<file path="config.mk">
export PLATFORM = sky130hd
export DESIGN_NAME = flash_sample_seq
export DESIGN_NICKNAME = d
export VERILOG_FILES = /design/src/rtl/flash_seq_pkg.sv /design/src/rtl/wrap_addr_ctr.sv /design/src/rtl/flash_sample_seq.sv
export SDC_FILE = /design/constraint.sdc
export NUM_CORES = 1
export LEC_CHECK = 0
export BUFFER_PORTS_ARGS = -buffer_cell sky130_fd_sc_hd__buf_2
export CAP_MARGIN = 10
export CORE_MARGIN = 2
export CORE_UTILIZATION = 45
export DETAILED_ROUTE_END_ITERATION = 8
export HOLD_SLACK_MARGIN = 0.15
export PLACE_DENSITY = 0.66
export SETUP_SLACK_MARGIN = 0.5
export SLEW_MARGIN = 20
export SYNTH_ARGS = -nofsm -noshare
export SYNTH_HDL_FRONTEND = slang
export SYNTH_HIERARCHICAL = 1
export SYNTH_SLANG_ARGS = --single-unit
export TNS_END_PERCENT = 5
</file>
<file path="constraint.sdc">
create_clock -name clk -period 3.2 [get_ports clk]
set_clock_uncertainty 0.15 [all_clocks]
set_input_delay 0.32 -clock clk [delete_from_list [all_inputs] [get_ports clk]]
set_output_delay 0.32 -clock clk [all_outputs]
set_load 0.03 [all_outputs]
</file>
<file path="src/rtl/flash_seq_pkg.sv">
// Shared types and constants for the flash sample sequencer.
package flash_seq_pkg;

    typedef enum logic [1:0] {
        IDLE,
        FETCH,
        WAIT_D,
        HALF
    } seq_state_t;

    localparam logic FWD = 1'b1;
    localparam logic REV = 1'b0;

    localparam int          ADDR_W_DEF   = 23;
    localparam logic [22:0] END_ADDR_DEF = 23'h7FFFF;

    // Select the upper or lower 16-bit half of a flash word.
    function automatic logic [15:0] pick_half(
        input logic [31:0] w,
        input logic        upper
    );
        return upper ? w[31:16] : w[15:0];
    endfunction

endpackage

</file>
<file path="src/rtl/wrap_addr_ctr.sv">
// Up/down word-address counter that wraps between 0 and END_ADDR.
module wrap_addr_ctr
    import flash_seq_pkg::*;
#(
    parameter int               ADDR_W   = ADDR_W_DEF,
    parameter logic [ADDR_W-1:0] END_ADDR = ADDR_W'(END_ADDR_DEF)
) (
    input  logic              clk,
    input  logic              rst,
    input  logic              en,
    input  logic              load,
    input  logic [ADDR_W-1:0] load_val,
    input  logic              up,
    output logic [ADDR_W-1:0] addr
);

    logic [ADDR_W-1:0] addr_q;
    logic [ADDR_W-1:0] addr_d;

    always_comb begin
        addr_d = addr_q;
        if (load) begin
            addr_d = load_val;
        end else if (en) begin
            if (up) begin
                addr_d = (addr_q == END_ADDR) ? '0 : addr_q + 1'b1;
            end else begin
                addr_d = (addr_q == '0) ? END_ADDR : addr_q - 1'b1;
            end
        end
    end

    always_ff @(posedge clk) begin
        if (rst) begin
            addr_q <= '0;
        end else begin
            addr_q <= addr_d;
        end
    end

    assign addr = addr_q;

endmodule

</file>
<file path="src/rtl/flash_sample_seq.sv">
// Fetches 32-bit flash words and plays them out as two 16-bit PCM samples,
// one per sample tick, honouring play/pause, direction and restart.
module flash_sample_seq
    import flash_seq_pkg::*;
#(
    parameter int               ADDR_W   = ADDR_W_DEF,
    parameter logic [ADDR_W-1:0] END_ADDR = ADDR_W'(END_ADDR_DEF)
) (
    input  logic              clk,
    input  logic              rst,
    input  logic              sample_tick,
    input  logic              playpause,
    input  logic              dir,
    input  logic              restart,
    output logic              flash_read,
    output logic [ADDR_W-1:0] flash_addr,
    input  logic              flash_waitrequest,
    input  logic [31:0]       flash_readdata,
    input  logic              flash_readdatavalid,
    output logic [15:0]       audio_out,
    output logic              sample_valid
);

    seq_state_t  state_q, state_d;
    logic [31:0] word_q, word_d;
    logic        wdir_q, wdir_d;
    logic [15:0] audio_q, audio_d;
    logic        valid_q, valid_d;
    logic        pending_q, pending_d;
    logic        rreq_q, rreq_d;

    logic              ctr_en;
    logic              ctr_load;
    logic [ADDR_W-1:0] ctr_val;
    logic              eff_tick;

    assign eff_tick = sample_tick | pending_q;

    wrap_addr_ctr #(
        .ADDR_W   (ADDR_W),
        .END_ADDR (END_ADDR)
    ) u_ctr (
        .clk      (clk),
        .rst      (rst),
        .en       (ctr_en),
        .load     (ctr_load),
        .load_val (ctr_val),
        .up       (dir),
        .addr     (flash_addr)
    );

    always_comb begin
        state_d    = state_q;
        word_d     = word_q;
        wdir_d     = wdir_q;
        audio_d    = audio_q;
        valid_d    = 1'b0;
        pending_d  = pending_q;
        rreq_d     = rreq_q;
        ctr_en     = 1'b0;
        ctr_load   = 1'b0;
        ctr_val    = dir ? '0 : END_ADDR;
        flash_read = 1'b0;

        unique case (state_q)
            IDLE: begin
                // The tick check here consumes pending whether or not we play.
                pending_d = 1'b0;
                if (restart) begin
                    ctr_load = 1'b1;
                    rreq_d   = 1'b0;
                end
                if (eff_tick && playpause) begin
                    state_d = FETCH;
                end
            end
            FETCH: begin
                flash_read = 1'b1;
                if (sample_tick) pending_d = 1'b1;
                if (restart)     rreq_d    = 1'b1;
                if (!flash_waitrequest) begin
                    state_d = WAIT_D;
                end
            end
            WAIT_D: begin
                if (sample_tick) pending_d = 1'b1;
                if (restart)     rreq_d    = 1'b1;
                if (flash_readdatavalid) begin
                    word_d  = flash_readdata;
                    wdir_d  = dir;
                    audio_d = pick_half(flash_readdata, dir == REV);
                    valid_d = 1'b1;
                    state_d = HALF;
                end
            end
            HALF: begin
                // Hold off one cycle after the first half so valid never doubles.
                if (eff_tick && !valid_q) begin
                    audio_d   = pick_half(word_q, wdir_q == FWD);
                    valid_d   = 1'b1;
                    pending_d = 1'b0;
                    state_d   = IDLE;
                    if (rreq_q || restart) begin
                        ctr_load = 1'b1;
                        rreq_d   = 1'b0;
                    end else begin
                        ctr_en = 1'b1;
                    end
                end else begin
                    if (sample_tick) pending_d = 1'b1;
                    if (restart)     rreq_d    = 1'b1;
                end
            end
            default: begin
                state_d = IDLE;
            end
        endcase
    end

    always_ff @(posedge clk) begin
        if (rst) begin
            state_q   <= IDLE;
            word_q    <= '0;
            wdir_q    <= FWD;
            audio_q   <= '0;
            valid_q   <= 1'b0;
            pending_q <= 1'b0;
            rreq_q    <= 1'b0;
        end else begin
            state_q   <= state_d;
            word_q    <= word_d;
            wdir_q    <= wdir_d;
            audio_q   <= audio_d;
            valid_q   <= valid_d;
            pending_q <= pending_d;
            rreq_q    <= rreq_d;
        end
    end

    assign audio_out    = audio_q;
    assign sample_valid = valid_q;

endmodule

</file>
==> qor_table.md <==
| Metric | This run |
|:---|:---|
| Status | finished clean |
| Net load switching power | 2.25 mW |
| Buffers from clock root to sink, at most | 2 |
| Post-route insts no fill | 863 |
| Gpl congestion | 0.992 |
| Power consumption | 4.74 mW |
| Insertion delay to the later sink of the worst-skew pair | 380 ps |
| Area of the multi-input gates | 0.00304 mm2 |
| Type of origin of the critical path | flip-flop |
| Vias per cell | 5.78 |
| Average instance area after synthesis | 7.84 um2 |
| RSZ-0062 raised after global routing | yes |
| Power density of the placed cells | 808 mW/mm2 |
| Setup TNS Final | 0 ps |
| Remaining global-route overflow | 0 |
| Internal power | 2.49 mW |
| First-iteration detailed-routing DRC count | 460 |
| Cell area after synthesis | 0.00492 mm2 |
| Clock network fraction of total power | 15.9% |
| Total vias in the final route | 4,986 |
| Half-perimeter wire length of the detailed placement result | 9520 um |
| Drt wl/cell | 16.7 um |
| Pre-Repair DR Iteration Count | 5 |
| Worst Setup Path Type | flip-flop to flip-flop |
| Proportion of netlist area held by the largest area contributor | 31.3% |
| Synth warn | 6 |
| Layout cells sized above 1 | 18.1% |
| Final worst path period share | 79.7% |
| Final standard cell utilization of the core | 54.6% |
| Element type at the critical path end | flip-flop |
| Number of hold violations in the final report | 0 |
| Number of antenna cells inserted | 0 |
| Growth of design area from synthesis to finish | 19.2% |
| Maximum number of pins on one net before global-route repair | 51 |
| Die height | 109 um |
| DRC | 0 |
| Initial cell density of the core | 45.8% |
| Part of the total power dissipated in sequential elements | 30.5% |
| Num CTS Buffers | 9 |
| Worst reg-to-reg setup slack | 650 ps |
| H-tree lvl count | 3 |
| Number of synthesized flops with an enable pin | 0 |
| Number of top-level pins | 81 |
| Global-route wire length before repair | 23,400 um |
| Leak | 2.40 nW |
| Detailed Route WL | 14,400 um |
| WP data arrival | 2640 ps |
| Synth cell types | 69 |
| Predominant post-synthesis flop cell | sky130_fd_sc_hd__dfxtp_1 |
| Top cell types by occurrence after synthesis | 101 x sky130_fd_sc_hd__nand2_1, 77 x sky130_fd_sc_hd__dfxtp_1, 65 x sky130_fd_sc_hd__a21oi_1 |
| Post-synthesis sequential element count | 77 |
| VDD IR max | 0.404 mV |
| Clock-pin slew of the registers on the worst-case setup and hold paths | 100 ps |
| Shortest period the worst path allows | 2550 ps |
| Timing-limited maximum frequency | 392 MHz |
| Final antenna-violating net count | 0 |
| Number of antenna violations at the first check in global routing | 0 |
| Endpoint required time on the critical path | 3280 ps |
| Smallest setup slack after layout | 648 ps |
| TritonCTS sink count | 77 |
| IO Port Bufs | 80 |
| Fraction of power spent switching nets | 47.4% |
| Number of fillers in the final layout | 1,039 |
| Floorplan die area | 0.0118 mm2 |
| Crit-path max FO | 11 |
| Cell type with the largest total area after synthesis | sky130_fd_sc_hd__dfxtp_1 |
| Overall track demand over capacity in global routing | 25.4% |
| Number of global-route vias before repair | 4,838 |
| Transition time at the pin with the least slew margin | 729 ps |
| Clock Root Buffer | sky130_fd_sc_hd__clkbuf_8 |
| Number of core rows | 38 |
| Number of violations of the max-capacitance limit | 0 |
| Classification of the worst-slack hold path | primary input to flip-flop |
| Share of the yosys chip area belonging to registers | 31.3% |
| Cell with the most instances after synthesis | sky130_fd_sc_hd__nand2_1 |
| Final setup violation count | 0 |
| Chip width | 109 um |
| Post-Place Cells | 815 |
| Worst slew margin relative to its limit | 51.4% |
| Register area | 0.00154 mm2 |
| Part of the power in combinational logic | 53.7% |
| Async SR Flop Fraction | 0% |
| Number of nets at the end of the flow | 767 |
| Most area-consuming cells after synthesis | sky130_fd_sc_hd__dfxtp_1 31%, sky130_fd_sc_hd__mux2i_1 13%, sky130_fd_sc_hd__nand2_1 7.7%, sky130_fd_sc_hd__a21oi_1 6.6%, sky130_fd_sc_hd__nor2_1 3.6% |
| TritonCTS clock tree | built |
| Number of cells produced by synthesis | 627 |
| Pins Over Slew Limit | 0 |
| Pre-CTS worst setup slack | 647 ps |
| Placeable core area | 0.0107 mm2 |
-- cell type report --
class	count	area share, %
multi-input combinational	486	51.9
sequential	77	26.3
timing repair buffer	130	14.6
tap	140	2.99
clock buffer	10	2.18
clock inverter	5	1.02
inverter	15	0.961
-- cells by family after synthesis --
| logic type | synth area share [%] |
|---|---|
| simple gates | 23.7 |
| xor+xnor | 3.89 |
| buf+inv | 7.28 |
| mux | 13.0 |
| other cells | 0.0763 |
| compound gates | 18.6 |
| fa+ha+maj | 2.04 |
| flops | 31.3 |
-- routing by layer --
| layer | wire, um | up-vias | GRT usage (%) |
|---|---|---|---|
| li1 | - | 2392 | - |
| met1 | 6200 | 2371 | 31.6 |
| met2 | 6900 | 199 | 42.4 |
| met3 | 1020 | 24 | 4.46 |
| met4 | 301 | 0 | 11.8 |
| met5 | 0 | - | 0 |
-- state kept, by name, indices dropped and copies added, names as in the netlist --
register,cells
state_q,2
rreq_q,1
sample_valid,1
wdir_q,1
audio_out,16
pending_q,1
word_q,32
u_ctr/addr,23
-- final timing paths --
check	startpoint	end	cells after the start
setup / recovery	u_ctr/addr[2]	u_ctr/addr[20]	7
hold reg to reg	word_q[31]	word_q[31]	2
setup reg to reg	u_ctr/addr[2]	u_ctr/addr[20]	7
hold / removal	sample_tick	pending_q	3
-- cells in the final DEF, fill, tap and decap left out, drive strengths merged, types with 4 or more instances in the layout --
master | synthesis | final
nor2 | 47 | 47
nand2 | 101 | 101
nor3 | 23 | 23
or4 | 4 | 4
mux2i | 64 | 64
or3 | 9 | 9
buf | 19 | 97
o31ai | 5 | 5
nor4 | 8 | 8
nand4 | 4 | 4
nor3b | 10 | 10
dlygate4sd3 | 0 | 33
and3 | 5 | 5
ha | 8 | 8
a31oi | 9 | 9
xor2 | 8 | 8
a21oi | 66 | 66
nand3 | 14 | 14
a211oi | 7 | 7
o21ai | 21 | 21
conb | 1 | 4
and4 | 5 | 5
xnor2 | 13 | 13
clkbuf | 32 | 10
a21o | 5 | 5
dfxtp | 77 | 77
inv | 15 | 16
-- per-stage QoR --
stage	hold WS (ps)	cell area [um2]
floorplan	286	4930
global placement	291	5340
detailed placement	298	5340
CTS	172	5860
global route	189	5860
finish	185	5860
-- worst max-delay path, stage by stage, from the launching register on --
cell and delay (ps):
sky130_fd_sc_hd__dfxtp_1 560, sky130_fd_sc_hd__nand2_1 190, sky130_fd_sc_hd__or3_1 490, sky130_fd_sc_hd__o31ai_1 250, sky130_fd_sc_hd__buf_4 230, sky130_fd_sc_hd__and3b_1 200, sky130_fd_sc_hd__o31ai_1 180, sky130_fd_sc_hd__o311ai_0 160
-- power by group through the flow --
stage | clock, mW | combinational, mW | sequential (mW)
floorplan | 0 | 1.75 | 1.58
global placement | 0 | 2.43 | 1.44
detailed placement | 0 | 2.44 | 1.45
CTS | 0.764 | 2.49 | 1.43
global route | 0.807 | 2.77 | 1.48
finish | 0.751 | 2.54 | 1.44
-- repair_timing --
action                                 in CTS  in global routing
gates resized for setup                     0                  3
endpoints found under the hold margin      33                  0
buffers inserted                            0                  0
hold buffers                               33                  0
setup endpoints to repair                   0                  6
(Power assumes the default switching activity.)
